[src/rtl/robot_sensor_scan.sv]
// Sensor scan stage for the robot FSM: reads own/front/left map cells and
// produces head/left/barrier/under flags with a fixed 4-cycle latency.
//
// Ports:
//   clock_50, reset_key        clock and synchronous active-low reset
//   start                      scan request, sampled only while idle
//   robot_row/column/orient.   robot pose captured when a scan is accepted
//   map_rd_en/row/column       synchronous map read request
//   map_data                   cell code, valid the cycle after the request
//   head/left/barrier/under    sensor flags, held between scans
//   sensors_valid              one-cycle pulse after the flags update
//   busy                       scan in progress
module robot_sensor_scan #(
  parameter int ROWS = 10,
  parameter int COLS = 20
) (
  input  logic       clock_50,
  input  logic       reset_key,
  input  logic       start,
  input  logic [3:0] robot_row,
  input  logic [4:0] robot_column,
  input  logic [3:0] robot_orientation,
  output logic       map_rd_en,
  output logic [3:0] map_row,
  output logic [4:0] map_column,
  input  logic [2:0] map_data,
  output logic       head,
  output logic       left,
  output logic       barrier,
  output logic       under,
  output logic       sensors_valid,
  output logic       busy
);

  typedef enum logic [2:0] {
    IDLE,
    RD_UNDER,
    RD_HEAD,
    RD_LEFT,
    CAPTURE
  } state_t;

  typedef enum logic [1:0] {
    DIR_N,
    DIR_S,
    DIR_E,
    DIR_W
  } dir_t;

  localparam logic [4:0] ROW_MAX = 5'(ROWS);
  localparam logic [5:0] COL_MAX = 6'(COLS);
  localparam logic [2:0] C_WALL  = 3'b001;

  state_t     state;
  dir_t       req_dir;
  logic [4:0] req_row;
  logic [5:0] req_col;
  logic [2:0] own_code;
  logic [2:0] front_code;
  logic       pend_off;

  dir_t       dir_in;
  logic [4:0] front_r;
  logic [5:0] front_c;
  logic [4:0] left_r;
  logic [5:0] left_c;
  logic [4:0] addr_r;
  logic [5:0] addr_c;
  logic       addr_go;
  logic       on_map;
  logic       rd_next;
  logic [2:0] code_in;

  function automatic logic is_trash(input logic [2:0] code);
    return (code == 3'b010) || (code == 3'b011) || (code == 3'b100);
  endfunction

  // Unused orientation codes fall back to north.
  always_comb begin
    dir_in = DIR_N;
    if (robot_orientation[3:2] == 2'b00) begin
      dir_in = dir_t'(robot_orientation[1:0]);
    end
  end

  // One guard bit: 0-1 wraps to all ones, which is beyond the map
  // and therefore off-map, same as row/col 0 or ROWS+1/COLS+1.
  always_comb begin
    front_r = req_row;
    front_c = req_col;
    left_r  = req_row;
    left_c  = req_col;
    unique case (req_dir)
      DIR_N: begin
        front_r = req_row - 5'd1;
        left_c  = req_col - 6'd1;
      end
      DIR_S: begin
        front_r = req_row + 5'd1;
        left_c  = req_col + 6'd1;
      end
      DIR_E: begin
        front_c = req_col + 6'd1;
        left_r  = req_row - 5'd1;
      end
      DIR_W: begin
        front_c = req_col - 6'd1;
        left_r  = req_row + 5'd1;
      end
    endcase
  end

  // Address for the state being entered; the own cell comes straight
  // from the inputs because it is latched on the same edge.
  always_comb begin
    addr_r  = '0;
    addr_c  = '0;
    addr_go = 1'b0;
    unique case (state)
      IDLE: begin
        addr_r  = {1'b0, robot_row};
        addr_c  = {1'b0, robot_column};
        addr_go = start;
      end
      RD_UNDER: begin
        addr_r  = front_r;
        addr_c  = front_c;
        addr_go = 1'b1;
      end
      RD_HEAD: begin
        addr_r  = left_r;
        addr_c  = left_c;
        addr_go = 1'b1;
      end
      default: begin
        addr_go = 1'b0;
      end
    endcase
  end

  assign on_map = (addr_r != '0) && (addr_r <= ROW_MAX)
               && (addr_c != '0) && (addr_c <= COL_MAX);
  assign rd_next = addr_go && on_map;

  // A read that was suppressed as off-map reads back as a wall.
  assign code_in = pend_off ? C_WALL : map_data;

  always_ff @(posedge clock_50) begin
    if (!reset_key) begin
      state         <= IDLE;
      req_dir       <= DIR_N;
      req_row       <= '0;
      req_col       <= '0;
      own_code      <= '0;
      front_code    <= '0;
      pend_off      <= 1'b0;
      map_rd_en     <= 1'b0;
      map_row       <= '0;
      map_column    <= '0;
      head          <= 1'b0;
      left          <= 1'b0;
      barrier       <= 1'b0;
      under         <= 1'b0;
      sensors_valid <= 1'b0;
      busy          <= 1'b0;
    end else begin
      sensors_valid <= 1'b0;
      map_rd_en     <= rd_next;
      map_row       <= rd_next ? addr_r[3:0] : 4'd0;
      map_column    <= rd_next ? addr_c[4:0] : 5'd0;
      pend_off      <= ~map_rd_en;
      unique case (state)
        IDLE: begin
          if (start) begin
            req_row <= {1'b0, robot_row};
            req_col <= {1'b0, robot_column};
            req_dir <= dir_in;
            busy    <= 1'b1;
            state   <= RD_UNDER;
          end
        end
        RD_UNDER: begin
          state <= RD_HEAD;
        end
        RD_HEAD: begin
          own_code <= code_in;
          state    <= RD_LEFT;
        end
        RD_LEFT: begin
          front_code <= code_in;
          state      <= CAPTURE;
        end
        CAPTURE: begin
          under         <= is_trash(own_code);
          head          <= (front_code == C_WALL);
          barrier       <= is_trash(front_code);
          left          <= (code_in == C_WALL);
          sensors_valid <= 1'b1;
          busy          <= 1'b0;
          state         <= IDLE;
        end
        default: begin
          state <= IDLE;
        end
      endcase
    end
  end

endmodule

[config.mk]
export PLATFORM = sky130hd
export DESIGN_NAME = robot_sensor_scan
export DESIGN_NICKNAME = d
export VERILOG_FILES = /design/src/rtl/robot_sensor_scan.sv
export SDC_FILE = /design/constraint.sdc
export NUM_CORES = 1
export LEC_CHECK = 0
export BUFFER_PORTS_ARGS = -buffer_cell sky130_fd_sc_hd__clkbuf_2
export CAP_MARGIN = 25
export CELL_PAD_IN_SITES_DETAIL_PLACEMENT = 1
export CELL_PAD_IN_SITES_GLOBAL_PLACEMENT = 1
export CORE_MARGIN = 1.5
export CORE_UTILIZATION = 43
export DETAILED_ROUTE_END_ITERATION = 8
export GPL_ROUTABILITY_DRIVEN = 0
export PLACE_DENSITY_LB_ADDON = 0.1
export SKIP_LAST_GASP = 1
export SYNTH_ARGS = -nofsm -noshare
export SYNTH_HDL_FRONTEND = slang
export SYNTH_SLANG_ARGS = --single-unit
[constraint.sdc]
create_clock -name clock_50 -period 3.4 [get_ports clock_50]
set_clock_uncertainty 0.2 [all_clocks]
set_input_delay 0.51 -clock clock_50 [delete_from_list [all_inputs] [get_ports clock_50]]
set_output_delay 0.51 -clock clock_50 [all_outputs]
set_load 0.05 [all_outputs]
==> flow_metrics.py, run 1 <==
metrics = {
    "yosys": {
        "avgSynthCellArea_um2": 8.613,
        "yosys.cell_types.count": 65,
        "synthTopCellsByArea": "dfxtp_1, nand2_1, a21boi_0",
        "yosys_register_bits": 37,
        "ys_async_sr_fraction_pct": 0,
        "synth_area_um2": 2377,
        "netlist.top_cell.by_area": "dfxtp_1",
        "cell_count_after_synthesis": 276,
        "netlist.area_leader.share_pct": 31.16,
        "ys_warn_count": 0,
        "post_synthesis_net_count": 299,
        "synth_edf_count": 0,
        "postSynth.topFlopCell": "dfxtp_1",
        "ys_seq_area_share_pct": 31.16,
    },
    "clock_tree": {
        "clkSinkCount": 37,
        "clkSlewWorstSetupHoldPaths_ps": 80,
        "cts_hold_repair.buffers": 0,
        "post_cts_resize_count": 0,
        "cts_tree": "done",
        "worstSkewPairLatency_ps": 290,
        "cts-root-buf": "clkbuf_8",
        "clockBufferDepth": 2,
        "numCtsBuffers": 5,
        "buffers_inserted_during_post_cts_setup_optimization": 0,
        "h_tree_levels": 2,
    },
    "pwr": {
        "static-leakage-power_nw": 1.073,
        "total_power_mw": 1.212,
        "vdd_drop_max_v": 0.0002114,
        "cellPowerDensity_nw_per_um2": 461.4,
    },
    "layout": {
        "layout-drive-gt1-share_pct": 21.93,
        "final-seq-area_um2": 740.7,
        "mostFrequentLayoutCells": "dfxtp_1, nand2_1, clkbuf_2",
        "layout.cells.most_common": "dfxtp_1",
        "multi_input_area_um2": 1476,
        "area_growth_syn_to_layout_pct": 10.53,
        "fin_nets": 323,
        "antenna_cells": 0,
        "final_cell_area_um2": 2628,
        "stdcell_count": 371,
        "n_fill_cell": 671,
    },
    "timing": {
        "post-route-period-util_pct": 85.26,
        "min_period_ps": 2899,
        "report.final.slew_viol_count": 0,
        "tns_ps": 0,
        "grt_setup_unrepaired": "false",
        "timing.final.hold_violations": 0,
        "max_slew.worst_pin.slew_ps": 867.8,
        "setup-violations-final": 0,
        "fmaxAchievable_ghz": 0.3450,
        "relSlewSlack_pct": 42.06,
        "timing.hold.ws_ps": 223.9,
    },
    "worst_setup_path": {
        "startpoint_type": "flip-flop",
        "critical_path_class": "flip-flop to flip-flop",
        "timing.critical_path.arrival_ps": 2850,
        "worstSetupEndpointType": "flip-flop",
        "crit_required_ps": 3350,
        "worst-path-max-fanout": 10,
    },
    "global_routing": {
        "grt_start_max_net_pins": 31,
        "track_usage_pct": 21.79,
        "grt_pass1_wl_mm": 10.31,
        "global_route.overflow_total": 0,
        "first_global_vias": 2027,
        "grt_antenna_before_repair": 0,
    },
    "routing": {
        "firstDrtPassIters": 4,
        "antenna_violating_nets_post_route": 0,
        "post-route-drc-count": 0,
        "wl_per_cell_um": 16.73,
        "drt_first_iter_violations": 108,
        "final_routed_wirelength_mm": 6.207,
        "detailroute.via_count": 2108,
        "vias_per_cell": 5.682,
    },
    "floorplan": {
        "start_util_pct": 45.67,
        "design.die.area_um2": 5984,
        "rows": 26,
        "core_area_um2": 5205,
        "die_width_um": 77.36,
        "num_io_pins": 35,
        "die-height_um": 77.36,
    },
    "placement": {
        "place.port_buffers": 34,
        "dpl.cell_count": 363,
        "hpwl_mm": 4.660,
        "postPlaceCellArea_um2": 2531,
    },
    "flow_run": {
        "max-cap-violations": 0,
    },
    "hold_path": {
        "timing.hold.worst.class": "flip-flop to flip-flop",
    },
    "outcome": {
        "outcome": "complete, no violations",
    },
}
[metal layers]
metal	vias to the layer above	global-route usage, %	part of all wire [%]
met5	-	0	0
met3	4	3.529	3.5
met1	1003	29.48	49
met2	48	35.96	47
li1	1053	-	-
met4	0	5.818	0.74
[synth_stat cells (3+ instances only)]
cell type / n
a21oi_1: 7
dfxtp_1: 37
inv_1: 7
clkbuf_1: 6
mux2i_1: 8
nand3_1: 9
or2_2: 3
nor3_1: 13
nor2b_1: 11
nor3b_1: 4
xor2_1: 3
nand2_1: 36
a21boi_0: 14
and2_1: 4
ha_1: 4
o21ai_0: 5
a211oi_1: 3
buf_2: 5
a211o_1: 3
o211a_1: 5
buf_4: 7
nand4_1: 4
buf_6: 3
nor2_1: 15
xnor2_1: 4
o211ai_1: 3
nor4b_1: 3
or4_1: 3
[kinds of logic after synthesis]
logic type / Yosys count / share of synthesized area, %
fa+ha+maj: 4 / 2.105
buf+inv: 28 / 6.737
mux: 9 / 3.842
flops: 37 / 31.16
xor+xnor: 7 / 2.579
simple gates: 125 / 29.84
compound gates: 66 / 23.74
[critical path: stages (launching register included)]
cell	delay (ps)
dfxtp_1	530
inv_1	90
ha_1	310
xnor2_1	140
mux2_2	290
a221oi_1	480
nand2_1	200
o41ai_4	380
nor3_1	140
[stage by stage]
step	worst slack (ps)	util [%]
4_1_cts	503.1	50.48
6_report	501.1	50.48
3_5_place_dp	538.6	48.63
2_1_floorplan	976.9	-
5_1_grt	327.3	50.48
3_3_place_gp	593.0	48.63
[path summary, 6_finish.rpt]
path               from          to  slack [ps]  cells after the start
min           map_rd_en    pend_off         220                      1
max reg2reg  req_col[0]  map_row[1]         500                      8
max          req_col[0]  map_row[1]         500                      8
min reg2reg   map_rd_en    pend_off         220                      1
[state kept, by name, summed over array words and instances (netlist names)]
register / cells
own_code: 3
under: 1
req_row: 4
pend_off: 1
busy: 1
front_code: 3
left: 1
map_row: 4
req_dir: 2
head: 1
req_col: 5
barrier: 1
map_rd_en: 1
sensors_valid: 1
state: 3
map_column: 5
[area by class of cell]
cell class                      count  share of cell area (%)
Clock inverter                      2                  0.5238
Timing Repair Buffer               38                   7.619
Clock buffer                        6                   3.143
Inverter                            7                   1.000
Tap cell                           70                   3.333
Multi-Input combinational cell    211                   56.19
Sequential cell                    37                   28.19
[power breakdown]
group,switching (mW),internal (mW)
sequential,0.0520,0.463
combinational,0.224,0.141
clock,0.167,0.164
(Power assumes the default switching activity.)
==> inputs of run 2 (changes only) <==
--- a/config.mk
+++ b/config.mk
@@ -7,7 +7,7 @@
 export LEC_CHECK = 0
 export BUFFER_PORTS_ARGS = -buffer_cell sky130_fd_sc_hd__clkbuf_2
 export CAP_MARGIN = 25
-export CELL_PAD_IN_SITES_DETAIL_PLACEMENT = 1
+export CELL_PAD_IN_SITES_DETAIL_PLACEMENT = 0
 export CELL_PAD_IN_SITES_GLOBAL_PLACEMENT = 1
 export CORE_MARGIN = 1.5
 export CORE_UTILIZATION = 43
==> run 2 against run 1 <==
Sequential power is essentially flat. Routed wire length shrank 10%. Clock-buffer cell count is the same. Utilization is the same. Register-to-register slack gained 50 ps. Critical path depth shrank 2. Setup slack gained 53 ps. Fmax grew 1.9%. Largest cell class unchanged. Highest routed layer unchanged.
==> flow_metrics.py, run 2 (same netlist as run 1, synthesis figures left out) <==
metrics = {
    "outcome": {
        "outcome": "complete, no violations",
    },
    "floorplan": {
        "design.die.area_um2": 5984,
        "die-height_um": 77.36,
        "rows": 26,
        "start_util_pct": 45.67,
        "die_width_um": 77.36,
        "core_area_um2": 5205,
        "num_io_pins": 35,
    },
    "routing": {
        "drt_first_iter_violations": 88,
        "wl_per_cell_um": 15.00,
        "post-route-drc-count": 0,
        "final_routed_wirelength_mm": 5.566,
        "vias_per_cell": 5.612,
        "antenna_violating_nets_post_route": 0,
        "detailroute.via_count": 2082,
        "firstDrtPassIters": 4,
    },
    "timing": {
        "relSlewSlack_pct": 42.83,
        "timing.final.hold_violations": 0,
        "grt_setup_unrepaired": "false",
        "fmaxAchievable_ghz": 0.3513,
        "setup-violations-final": 0,
        "post-route-period-util_pct": 83.71,
        "max_slew.worst_pin.slew_ps": 856.4,
        "tns_ps": 0,
        "min_period_ps": 2846,
        "report.final.slew_viol_count": 0,
    },
    "layout": {
        "stdcell_count": 371,
        "layout.cells.most_common": "dfxtp_1",
        "fin_nets": 323,
        "reg_top3": "map_column x5, req_col x5",
        "n_fill_cell": 540,
        "antenna_cells": 0,
        "mostFrequentLayoutCells": "dfxtp_1, nand2_1, clkbuf_2",
        "layout-drive-gt1-share_pct": 21.93,
        "area_growth_syn_to_layout_pct": 10.53,
    },
    "worst_setup_path": {
        "worst-path-max-fanout": 28,
        "crit_required_ps": 3400,
        "timing.critical_path.arrival_ps": 2850,
        "worst_r2r_path_depth": 6,
        "worstSetupEndpointType": "flip-flop",
        "critical_path_class": "flip-flop to flip-flop",
        "startpoint_type": "flip-flop",
    },
    "hold_path": {
        "timing.hold.worst.class": "flip-flop to flip-flop",
        "hold_path_depth": 1,
    },
    "clock_tree": {
        "cts-root-buf": "clkbuf_8",
        "h_tree_levels": 2,
        "post_cts_resize_count": 0,
        "worstSkewPairLatency_ps": 290,
        "cts_hold_repair.buffers": 0,
        "clkSlewWorstSetupHoldPaths_ps": 80,
        "clkSinkCount": 37,
        "cts_tree": "done",
        "buffers_inserted_during_post_cts_setup_optimization": 0,
        "numCtsBuffers": 5,
        "clockBufferDepth": 2,
    },
    "pwr": {
        "vdd_drop_max_v": 0.0002590,
        "cellPowerDensity_nw_per_um2": 460.2,
        "static-leakage-power_nw": 1.073,
    },
    "placement": {
        "dpl.cell_count": 363,
        "hpwl_mm": 4.084,
        "place.port_buffers": 34,
    },
    "flow_run": {
        "max-cap-violations": 0,
    },
    "global_routing": {
        "first_global_vias": 1897,
        "track_usage_pct": 19.82,
        "global_route.overflow_total": 0,
        "grt_pass1_wl_mm": 9.411,
        "grt_start_max_net_pins": 31,
        "grt_antenna_before_repair": 0,
    },
}
==> run 2: cell type report <==
| type | count | area (um2) | area share, % |
|---|---|---|---|
| sequential | 37 | 740.7 | 28.19 |
| multi-input combinational | 211 | 1476 | 56.19 |
| inverter | 7 | 26.28 | 1.000 |
| clock buffer | 6 | 82.58 | 3.143 |
| clock inverter | 2 | 13.76 | 0.5238 |
| tap | 70 | 87.58 | 3.333 |
| timing repair buffer | 38 | 200.2 | 7.619 |
==> run 2: routing by layer <==
| metal | GRT usage (%) | routed length, um | vias up | part of all wire (%) |
|---|---|---|---|---|
| met5 | 0 | 0 | - | 0 |
| met4 | 8.000 | 131 | 0 | 2.4 |
| met3 | 4.353 | 221 | 14 | 4.0 |
| met2 | 29.65 | 2427 | 50 | 44 |
| met1 | 27.54 | 2785 | 961 | 50 |
| li1 | - | - | 1057 | - |
==> run 2: critical path, cell delays in order, from the launching register on <==
cell       delay, ps
dfxtp_1          870
or3b_4           480
a2111oi_0        410
a211o_1          260
o31a_2           190
nor2_1            60
nor4b_2          280
==> run 2: worst paths after layout <==
| check | start | to | slack, ps |
|---|---|---|---|
| setup / recovery | state[0] | map_row[0] | 550 |
| hold / removal | map_rd_en | pend_off | 220 |
| setup reg to reg | state[0] | map_row[0] | 550 |
| hold reg to reg | map_rd_en | pend_off | 220 |
==> run 2: power breakdown <==
group          internal, mW  total [mW]  switching (mW)
Sequential            0.463       0.514          0.0502
Clock                 0.165       0.336           0.172
Combinational         0.141       0.359           0.218
Total                 0.769        1.21           0.440
==> run 2: metrics by stage <==
stage	hold WS [ps]	util, %	total power, mW	area, um2	setup slack, ps
2_1_floorplan	255.9	-	0.8060	2377	976.9
3_3_place_gp	219.8	48.63	0.8800	2531	593.0
3_5_place_dp	205.3	48.63	0.8803	2531	566.2
4_1_cts	219.8	50.48	1.214	2628	557.1
5_1_grt	236.8	50.48	1.276	2628	328.6
6_report	220.5	50.48	1.209	2628	553.8
